--- src/rtl/zwait_svc.sv ---
// Z80 wait-state service: resynchronises wait requests, raises a level request to the AVR,
// and issues a glitch-free wait_end release pulse on command, on timeout, or on guard retry.
module zwait_svc #(
    parameter int unsigned END_LEN = 4,
    parameter logic [15:0] TMO     = 16'd50000
) (
    input  logic       fclk,
    input  logic       rst_n,
    input  logic [6:0] waits,
    input  logic       rd_stb,
    input  logic       wr_stb,
    input  logic [7:0] wr_data,
    output logic [7:0] status,
    output logic       wait_end,
    output logic       wait_int,
    output logic       tmo_err
);

    // state | meaning
    // IDLE  | no wait request outstanding, watching wsync
    // PEND  | request latched, wait_int high, timeout counter running
    // REL   | wait_end high for END_LEN cycles
    // GUARD | wait_end low, waiting for the flags to clear (retry after 8 cycles)
    typedef enum logic [1:0] {
        IDLE  = 2'd0,
        PEND  = 2'd1,
        REL   = 2'd2,
        GUARD = 2'd3
    } state_t;

    localparam logic [3:0]  END_LAST   = 4'(END_LEN - 1);
    localparam logic [3:0]  GUARD_LAST = 4'd7;
    localparam logic [15:0] TMO_LAST   = TMO - 16'd1;

    state_t      state;
    logic [6:0]  sync1;
    logic [6:0]  wsync;
    logic [6:0]  reason;
    logic [15:0] tmo_cnt;
    logic [3:0]  end_cnt;
    logic        rel_cmd;
    logic        clr_cmd;

    assign rel_cmd = wr_stb && wr_data[0];
    assign clr_cmd = wr_stb && wr_data[1];
    assign status  = {wait_int, reason};

    // Status reads are side-effect free; upper command bits are reserved.
    logic unused_inputs;
    assign unused_inputs = ^{rd_stb, wr_data[7:2]};

    always_ff @(posedge fclk or negedge rst_n) begin
        if (!rst_n) begin
            state    <= IDLE;
            sync1    <= '0;
            wsync    <= '0;
            reason   <= '0;
            tmo_cnt  <= '0;
            end_cnt  <= '0;
            wait_end <= 1'b0;
            wait_int <= 1'b0;
            tmo_err  <= 1'b0;
        end else begin
            sync1 <= waits;
            wsync <= sync1;

            // A timeout set later in this block overrides the clear.
            if (clr_cmd)
                tmo_err <= 1'b0;

            case (state)
                IDLE: begin
                    if (wsync != 7'd0) begin
                        reason   <= wsync;
                        tmo_cnt  <= '0;
                        wait_int <= 1'b1;
                        state    <= PEND;
                    end
                end
                PEND: begin
                    reason <= reason | wsync;
                    if (rel_cmd) begin
                        wait_int <= 1'b0;
                        wait_end <= 1'b1;
                        end_cnt  <= '0;
                        state    <= REL;
                    end else if (tmo_cnt == TMO_LAST) begin
                        tmo_err  <= 1'b1;
                        wait_int <= 1'b0;
                        wait_end <= 1'b1;
                        end_cnt  <= '0;
                        state    <= REL;
                    end else begin
                        tmo_cnt <= tmo_cnt + 16'd1;
                    end
                end
                REL: begin
                    if (end_cnt == END_LAST) begin
                        wait_end <= 1'b0;
                        end_cnt  <= '0;
                        state    <= GUARD;
                    end else begin
                        end_cnt <= end_cnt + 4'd1;
                    end
                end
                GUARD: begin
                    if (wsync == 7'd0) begin
                        end_cnt <= '0;
                        state   <= IDLE;
                    end else if (end_cnt == GUARD_LAST) begin
                        wait_end <= 1'b1;
                        end_cnt  <= '0;
                        state    <= REL;
                    end else begin
                        end_cnt <= end_cnt + 4'd1;
                    end
                end
                default: begin
                    wait_end <= 1'b0;
                    wait_int <= 1'b0;
                    state    <= IDLE;
                end
            endcase
        end
    end

endmodule

--- config.mk ---
export PLATFORM = sky130hd
export DESIGN_NAME = zwait_svc
export DESIGN_NICKNAME = d
export VERILOG_FILES = /design/src/rtl/zwait_svc.sv
export SDC_FILE = /design/constraint.sdc
export NUM_CORES = 1
export LEC_CHECK = 0
export BUFFER_PORTS_ARGS = -buffer_cell sky130_fd_sc_hd__buf_2
export CORE_MARGIN = 2
export CORE_UTILIZATION = 35
export CTS_BUF_LIST = sky130_fd_sc_hd__clkbuf_8
export CTS_CLUSTER_DIAMETER = 60
export DETAILED_ROUTE_END_ITERATION = 10
export PLACE_DENSITY_LB_ADDON = 0.25
export SLEW_MARGIN = 20
export SYNTH_ARGS = -nofsm -noshare
export SYNTH_HDL_FRONTEND = slang
export SYNTH_SLANG_ARGS = --single-unit
--- constraint.sdc ---
create_clock -name fclk -period 2.16 [get_ports fclk]
set_input_delay 0.108 -clock fclk [delete_from_list [all_inputs] [get_ports fclk]]
set_output_delay 0.108 -clock fclk [all_outputs]
set_load 0.02 [all_outputs]
==> results.toml <==
[run_status]
status = "completed"

[clock_tree]
root_buffer = "clkbuf_8"
cts_buffers = 5
htree_levels = 2
clk_pin_slew_ps = 80
clockBufferDepth = 2
cts_setup_buffers = 0
cts_tree = "built"
numClockSinks = 46
clock_latency_ps = 290
postCtsResizedCells = 0
hold_buffers = 8

[power]
p_total_mw = 2.52
p_leak_nw = 1.05
ir_drop_mv = 0.609
p_per_area_mw_per_mm2 = 1030

[timing]
worst_pin_slew_ps = 572
final-hold-violation-count = 0
rsz0062_at_grt = "no"
whs_ps = 105
layout_min_cycle_time_ps = 1850
final_max_slew_viol_count = 0
fin_skew_ps = 3.21
fmax_mhz = 541
worst_slack_ps = 312
fin_crit_sh_pct = 85.5
setup_viol = 0
slew_headroom_pct = 61.9
setup_tns_ps = 0

[setup_path]
worst-r2r-setup-slack_ps = 310
cp_max_fo = 27
crit_required_ps = 2350
worst_setup_path_end_kind = "flop"
cp_slowest_stage_delay_ps = 470
path_class = "reg -> reg"
path_cells = "ha_1 -> nor4bb_1 -> and4_4 -> o21ai_2 -> a31o_2"
slowest_stage = "and4_4"
path_delay_family = "simple AND/OR/NAND/NOR gates"
worstPathArrival_ps = 2040
path_buf_inv = 0
critPathLaunchType = "flop"

[cells_and_area]
drive_above_1_share_pct = 22.9
final_util_pct = 42.2
instances_no_fill = 285
final_cell_area_mm2 = 0.00245
num-fill-cells = 569
seqCellArea_mm2 = 0.00115
multi_input_comb_area_um2 = 840
fin_nets = 230
area_delta_synth_final_pct = 18.1
antennaDiodeCount = 0

[global_routing]
grt_pass1_vias = 1377
grt_max_degree = 47
grt-ovfl-total = 0
grt_pass1_wl_mm = 6.71
grt_usage_pct = 13.3
antenna_found_initial = 0

[placement]
place_ws_ps = 319
dp.final_hpwl_mm = 2.48
placed_cells = 269
numPortBuffers = 22
gp_congestion = 0.722
post_dp_cell_area_mm2 = 0.00226

[drt]
drt_iter0_markers = 100
drt_drc_violations_left = 0
vias = 1478
drt-pass1-iter-count = 4
wl_mm = 3.92
via_per_inst = 5.19
ant_nets = 0
wl_per_cell_um = 13.7

[yosys]
ys_warn_count = 0
synth_area_leader_cell = "dfrtp_1"
async_flop_share_pct = 100
synth_top_area_share_pct = 55.5
synth_cell_types = 47
synth_edf_count = 0
synth_ff_type = "dfrtp_1"
avgSynthCellArea_um2 = 11.8
syn_nets = 197
synth.area.top_cells = "dfrtp_1 (55%), o31ai_1 (3.3%), a22o_1 (3.0%)"
syn_area_mm2 = 0.00208
synthCells = 176
ys_ff_latch = 46
synth_commonest_cells = "dfrtp_1 (46), nand2_1 (16), o31ai_1 (9)"
synth_seq_area_share_pct = 55.5
synth.most_common_cell = "dfrtp_1"

[floorplanning]
die-area_mm2 = 0.00656
die_w_um = 81.0
start_util_pct = 35.7
coreArea_mm2 = 0.00582
num_rows = 28
die_h_um = 81.0
ios = 30

[min_path]
hold_path.class = "in -> reg"

[run]
cap_violations = 0
## flip-flops by register name, indices dropped and copies added, names as in the netlist
| signal | flops |
|---|---|
| sync1 | 7 |
| wsync | 7 |
| reason | 7 |
| end_cnt | 4 |
| tmo_cnt | 16 |
| wait_end | 1 |
| state | 2 |
| tmo_err | 1 |
| wait_int | 1 |
## layout by cell type (no fill, tap or decap), types with 3 or more instances in the layout
master         Yosys  routed
inv_1              4       5
buf_4              2       7
dlygate4sd3_1      0       8
nand3_1            5       5
nand2b_1           4       4
mux2i_1            5       5
nor4b_2            3       3
a31o_2             3       3
dfrtp_1           46      46
o21ai_0            4       4
o211ai_1           3       3
o31ai_1            9       9
a22o_1             7       7
a21boi_1           8       8
a32o_1             3       3
clkbuf_8           0       5
or4_1              8       8
nand4_1            4       4
buf_2              4      22
nand2_1           16      16
## layer usage
| metal | up-vias | global-route usage [%] | wire length (um) |
|---|---|---|---|
| met4 | 0 | 4.07 | 29 |
| li1 | 731 | - | - |
| met5 | - | 0 | 0 |
| met1 | 709 | 19.2 | 2020 |
| met3 | 4 | 3.56 | 174 |
| met2 | 34 | 19.5 | 1690 |
## where the power goes
part	switching (mW)	internal [mW]	total [mW]
combinational	0.393	0.351	0.744
clock	0.285	0.341	0.626
sequential	0.123	1.03	1.15
total	0.802	1.72	2.52
## layout make-up
type / instances / share of cell area [%]
clock inverters: 3 / 1.68
clock buffers: 5 / 2.81
flip-flops and latches: 46 / 46.9
repair buffers: 37 / 9.90
multi-input cells: 115 / 34.2
inverters: 4 / 0.612
well taps: 75 / 3.83
## logic make-up after synthesis
logic type,after synthesis,share of synthesized area (%)
and+or+nand+nor,62,19.5
DFF,46,55.5
muxes,5,2.41
adders and majority gates,2,1.21
buffers and inverters,15,4.10
xor gates and xnor gates,1,0.422
AOI/OAI and AO/OA,45,16.9
## path summary, 6_finish.rpt
path,cells after the start,endpoint,startpoint
setup / recovery,5,end_cnt[0]$_DFFE_PN0P_,tmo_cnt[0]$_DFFE_PN0P_
hold / removal,3,tmo_err$_DFF_PN0_,wr_data[1]
setup reg to reg,5,end_cnt[0]$_DFFE_PN0P_,tmo_cnt[0]$_DFFE_PN0P_
hold reg to reg,0,wsync[4]$_DFF_PN0_,sync1[4]$_DFF_PN0_
max in group asynchronous,3,sync1[4]$_DFF_PN0_,rst_n
min in group asynchronous,3,tmo_cnt[9]$_DFFE_PN0P_,rst_n
## tightest hold or removal path, delay by kind of cell
family,cells,cell delay (ps)
buf+inv,1,100
compound gates,1,100
simple gates,1,50
No activity file was read; power rests on OpenSTA's default activity.
